===== src/rtl/locker_pkg.sv =====
// Shared types and constants for the lock's keypad front end.
// Includes small helpers for row priority and column decoding.
package locker_pkg;

   typedef enum logic [1:0] {
      SCAN     = 2'd0,
      DEBOUNCE = 2'd1,
      HELD     = 2'd2,
      RELEASE  = 2'd3
   } scan_state_t;

   localparam int KEY_ROWS   = 4;
   localparam int KEY_COLS   = 4;
   localparam int KEY_CODE_W = 4;

   localparam logic [KEY_COLS-1:0] COL_RESET = 4'b1110;

   // Lowest-index active-low row wins when several rows are low.
   function automatic logic [1:0] lowest_low_row(input logic [KEY_ROWS-1:0] rows);
      logic [1:0] idx;
      idx = 2'd0;
      for (int i = KEY_ROWS - 1; i >= 0; i--) begin
         if (!rows[i]) idx = 2'(i);
      end
      return idx;
   endfunction

   function automatic logic [1:0] col_index(input logic [KEY_COLS-1:0] cols);
      logic [1:0] idx;
      idx = 2'd0;
      for (int i = 0; i < KEY_COLS; i++) begin
         if (!cols[i]) idx = 2'(i);
      end
      return idx;
   endfunction

endpackage


===== src/rtl/sync_2ff.sv =====
// Two-flop synchronizer for asynchronous inputs; resets to all-ones
// so that idle active-low lines read as inactive.
module sync_2ff #(
   parameter int WIDTH = 1
) (
   input  logic             CLK,
   input  logic             RST_N,
   input  logic [WIDTH-1:0] D,
   output logic [WIDTH-1:0] Q
);

   logic [WIDTH-1:0] meta;

   always_ff @(posedge CLK or negedge RST_N) begin
      if (!RST_N) begin
         meta <= '1;
         Q    <= '1;
      end else begin
         meta <= D;
         Q    <= meta;
      end
   end

endmodule


===== src/rtl/keypad_scanner.sv =====
// 4x4 matrix keypad scanner with press and release debouncing.
// Advances only on SCAN_TICK; emits one KEY_VALID pulse per accepted press.
module keypad_scanner
   import locker_pkg::*;
#(
   parameter int DEBOUNCE_TICKS = 4,
   parameter int CNT_WIDTH      = 4
) (
   input  logic                  CLK,
   input  logic                  RST_N,
   input  logic                  SCAN_TICK,
   input  logic [KEY_ROWS-1:0]   ROW_IN,
   output logic [KEY_COLS-1:0]   COL_OUT,
   output logic [KEY_CODE_W-1:0] KEY_CODE,
   output logic                  KEY_VALID,
   output logic                  KEY_HELD
);

   localparam logic [CNT_WIDTH-1:0] DEB_LAST = CNT_WIDTH'(DEBOUNCE_TICKS);
   localparam logic [CNT_WIDTH-1:0] CNT_ONE  = CNT_WIDTH'(1);

   scan_state_t           state_q, state_d;
   logic [CNT_WIDTH-1:0]  count_q, count_d, cnt_inc;
   logic [1:0]            row_q, row_d;
   logic [KEY_COLS-1:0]   col_q, col_d, col_next;
   logic [KEY_CODE_W-1:0] code_q, code_d;
   logic                  valid_q, valid_d;
   logic                  held_q, held_d;
   logic [KEY_ROWS-1:0]   row_sync;
   logic                  any_low, row_low;
   logic                  accept, resume_scan;

   sync_2ff #(.WIDTH(KEY_ROWS)) u_row_sync (
      .CLK   (CLK),
      .RST_N (RST_N),
      .D     (ROW_IN),
      .Q     (row_sync)
   );

   assign any_low  = ~&row_sync;
   assign row_low  = ~row_sync[row_q];
   assign cnt_inc  = count_q + CNT_ONE;
   assign col_next = {col_q[KEY_COLS-2:0], col_q[KEY_COLS-1]};

   always_ff @(posedge CLK or negedge RST_N) begin
      if (!RST_N) begin
         state_q <= SCAN;
         count_q <= '0;
         row_q   <= '0;
         col_q   <= COL_RESET;
         code_q  <= '0;
         valid_q <= 1'b0;
         held_q  <= 1'b0;
      end else begin
         state_q <= state_d;
         count_q <= count_d;
         row_q   <= row_d;
         col_q   <= col_d;
         code_q  <= code_d;
         valid_q <= valid_d;
         held_q  <= held_d;
      end
   end

   // The column stays frozen from press detection until release is accepted.
   always_comb begin
      state_d     = state_q;
      count_d     = count_q;
      row_d       = row_q;
      col_d       = col_q;
      code_d      = code_q;
      held_d      = held_q;
      valid_d     = 1'b0;
      accept      = 1'b0;
      resume_scan = 1'b0;

      if (SCAN_TICK) begin
         case (state_q)
            SCAN: begin
               if (any_low) begin
                  row_d   = lowest_low_row(row_sync);
                  count_d = CNT_ONE;
                  if (DEBOUNCE_TICKS == 1) accept = 1'b1;
                  else                     state_d = DEBOUNCE;
               end else begin
                  col_d = col_next;
               end
            end
            DEBOUNCE: begin
               if (row_low) begin
                  count_d = cnt_inc;
                  if (cnt_inc == DEB_LAST) accept = 1'b1;
               end else begin
                  resume_scan = 1'b1;
               end
            end
            HELD: begin
               if (!row_low) begin
                  count_d = CNT_ONE;
                  if (DEBOUNCE_TICKS == 1) resume_scan = 1'b1;
                  else                     state_d = RELEASE;
               end
            end
            RELEASE: begin
               if (!row_low) begin
                  count_d = cnt_inc;
                  if (cnt_inc == DEB_LAST) resume_scan = 1'b1;
               end else begin
                  state_d = HELD;
               end
            end
            default: state_d = SCAN;
         endcase
      end

      if (accept) begin
         code_d  = {row_d, col_index(col_q)};
         held_d  = 1'b1;
         valid_d = 1'b1;
         state_d = HELD;
      end

      if (resume_scan) begin
         held_d  = 1'b0;
         state_d = SCAN;
         col_d   = col_next;
      end
   end

   assign COL_OUT   = col_q;
   assign KEY_CODE  = code_q;
   assign KEY_VALID = valid_q;
   assign KEY_HELD  = held_q;

endmodule


===== config.mk =====
export PLATFORM = sky130hd
export DESIGN_NAME = keypad_scanner
export DESIGN_NICKNAME = d
export VERILOG_FILES = /design/src/rtl/locker_pkg.sv /design/src/rtl/sync_2ff.sv /design/src/rtl/keypad_scanner.sv
export SDC_FILE = /design/constraint.sdc
export NUM_CORES = 1
export LEC_CHECK = 0
export ABC_AREA = 1
export BUFFER_PORTS_ARGS = -buffer_cell sky130_fd_sc_hd__clkbuf_2
export CAP_MARGIN = 20
export CORE_MARGIN = 2
export CORE_UTILIZATION = 50
export CTS_BUF_LIST = sky130_fd_sc_hd__clkbuf_4 sky130_fd_sc_hd__clkbuf_8
export DETAILED_ROUTE_END_ITERATION = 8
export PLACE_DENSITY = 0.71
export RECOVER_POWER = 50
export SYNTH_ARGS = -nofsm -noshare
export SYNTH_HDL_FRONTEND = slang
export SYNTH_SLANG_ARGS = --single-unit

===== constraint.sdc =====
create_clock -name CLK -period 2.3 [get_ports CLK]
set_input_delay 0.23 -clock CLK [delete_from_list [all_inputs] [get_ports CLK]]
set_output_delay 0.23 -clock CLK [all_outputs]
set_load 0.01 [all_outputs]

==> run_results.csv <==
group,metric,value,unit
drt,routedWlPerCell,11.9,µm
worst_setup_path,path_cells,"ha_1 > or2_1 > nand3_1 > nor2_2 > nand2_1 > nand2_2 > nand2_2 > nand3_1 > nand2_1 > nand2_1 > nand2_1",
run,cap_violations,0,
min_path,worstHoldEndpoint,"row_q[0]",
final_layout,antenna_cells,0,
clock_tree,clk_latency,320,ps
floorplan,core_area,2210,µm²
synth,synth_area,1170,µm²
synth,synth_top_area_share,31.9,%
final_layout,syn_to_final_growth,16.1,%
placement,hpwl,1.51,mm
floorplan,die_x,52.5,µm
worst_setup_path,r2r_slack,610,ps
global_route,gr-total-overflow,0,
global_route,grt_max_degree,27,
power_and_ir_drop,leakage,0.669,nW
worst_setup_path,cp_max_fo,6,
global_route,track_usage,18.4,%
final_layout,final_common_cell,"nand2_1",
worst_setup_path,cp_slowest_cell,"dfrtp_1",
floorplan,start_util,53.1,%
clock_tree,cts_made_buffers,3,
worst_setup_path,cp_top_family,"simple AND/OR/NAND/NOR gates",
worst_setup_path,critPathMaxStageDelay,460,ps
synth,yosys_warnings,0,
global_route,grt_pass1_vias,829,
drt,vias,891,
sta,hold_slack,295,ps
global_route,antenna_found_initial,0,
min_path,hold_depth,3,
worst_setup_path,cp-end-kind,"flop",
sta,setup_violations,0,
drt,ant_nets,0,
worst_setup_path,worstReg2RegEnd,"state_q[0]",
drt,via_per_inst,5.03,
sta,slew_violations,0,
floorplan,dieArea,2750,µm²
worst_setup_path,r2r_start,"count_q[0]",
sta,slew_headroom,11.6,%
worst_setup_path,timing.critical_path.arrival,1950,ps
clock_tree,cts_root_buf,"clkbuf_4",
worst_setup_path,r2r_cells,11,
placement,gp_congestion,0.797,
clock_tree,cts.path.max_buffers,2,
synth,syn_nets,134,
sta,fin_skew,11.3,ps
placement,portBuffers,16,
clock_tree,path_clk_slew,140,ps
sta,finalSetupTns,0,ps
sta,rsz0062_at_grt,"false",
sta,hold_violations,0,
worst_setup_path,critical_path_buf_inv_count,0,
floorplan,row_count,17,
drt,drt_iter0_markers,12,
power_and_ir_drop,ir_drop,0.000624,V
worst_setup_path,crit_type,"reg -> reg",
drt,wirelength,2.11,mm
drt,drtPass1Iterations,4,
drt,drc,0,
clock_tree,htree_num_levels,1,
synth,synth.distinct_cells,25,
sta,clock.fmax,593,MHz
min_path,min_path_type,"in -> reg",
sta,worst_pin_slew,1330,ps
floorplan,die-height,52.5,µm
synth,avgSynthCellArea,9.40,µm²
sta,min_period,1690,ps
power_and_ir_drop,powerDensity,1050,nW/µm²
global_route,grt_pass1_wl,3.64,mm
floorplan,pin_count,17,
worst_setup_path,cpMostUsedCell,"nand2_1",
final_layout,final_cell_mix,"nand2_1, dfrtp_1, clkbuf_2",
clock_tree,cts_tree,"done",
worst_setup_path,critPathLaunchType,"flop",
synth,syn_inst,125,
worst_setup_path,crit_path_start,"count_q[0]",
final_layout,drive_above_1_share,29.5,%
sta,post-route-period-util,73.3,%
synth,synth-seq-cells,26,
synth,synth_area_leader_cell,"dfrtp_1",
synth,yosys-top-cells-area,"dfrtp_1, dfstp_2, nand2_1, nand3_1, o21ai_0",
synth,ys_seq_area_share,56.5,%
status,status,"completed",
placement,dpl_cell_area,1280,µm²
final_layout,final_area,1360,µm²
min_path,hold_start,"SCAN_TICK",
clock_tree,cts.sinks,26,
worst_setup_path,worst_ep_required_time,2560,ps
final_layout,final_nets,159,
-- synth_stat cells (all sizes together) --
cell type   n
nand2      40
nor3        1
nand4       2
or2         1
buf         1
ha          2
o31ai       1
o21ai      13
inv        13
nor2        5
a31oi       1
dfstp      11
dfrtp      15
nand3      13
clkinv      1
a21boi      1
a21oi       2
o21a        2
-- tightest hold or removal path, cell delays in order --
cell	delay [ps]
clkbuf_2	150
nand3_1	100
o21ai_0	100
-- power breakdown --
group / internal (W) / switching, W / total [W]
Sequential: 0.000586 / 0.000114 / 0.000700
Clock: 0.0000968 / 0.000132 / 0.000229
Combinational: 0.000192 / 0.000312 / 0.000505
-- cell type report --
type | count | area, µm²
Fill cell | 193 | 848
Multi-Input combinational cell | 84 | 445
Tap cell | 28 | 35.0
Inverter | 14 | 53.8
Clock buffer | 4 | 36.3
Sequential cell | 26 | 664
Timing Repair Buffer | 21 | 129
-- repair_timing --
action / CTS / global route
setup buffers: 0 / 0
resized for setup: 0 / 0
hold buffers: 5 / 0
hold endpoints to repair: 19 / 0
-- metrics by stage --
stage	std cells	total power [W]	setup WS [ps]	util [%]
final	177	0.00143	613	61.7
after global routing	177	0.00155	445	61.7
after CTS	177	0.00144	608	61.7
after detailed placement	168	0.00121	645	57.8
after global placement	168	0.00119	701	57.8
after floorplan	125	0.00107	788	-
-- cell families (layout without fill, tap and decap cells) --
| logic type | Yosys count | in the layout | share of synthesized area [%] |
|---|---|---|---|
| AND/OR/NAND/NOR | 62 | 62 | 25.3 |
| AO/OA/AOI/OAI | 20 | 20 | 10.4 |
| buffers and inverters | 15 | 39 | 5.54 |
| adder cells (fa/ha/maj) | 2 | 2 | 2.13 |
| flip-flops | 26 | 26 | 56.5 |
-- sequential cells by signal (all words and copies together) (netlist names) --
name             cells
KEY_CODE             4
row_q                2
count_q              4
u_row_sync.meta      4
KEY_VALID            1
COL_OUT              4
KEY_HELD             1
state_q              2
u_row_sync.Q         4
-- how the worst max path moves through the flow --
stage / endpoint / slack (ps) / cells after the start
floorplan: COL_OUT[0] / 790 / 10
CTS: state_q[0] / 610 / 11
finish: state_q[0] / 610 / 11
global placement: state_q[0] / 700 / 10
global route: KEY_CODE[2] / 440 / 2
detailed placement: state_q[0] / 650 / 10
-- per-layer routing --
metal  global-route usage, %  wire (µm)  vias up
met5                       0          0        -
met4                    7.69         17        0
met3                    3.43         80        2
met2                    28.3       1050       18
met1                    25.3        969      419
li1                        -          -      452
(Power assumes the default switching activity.)
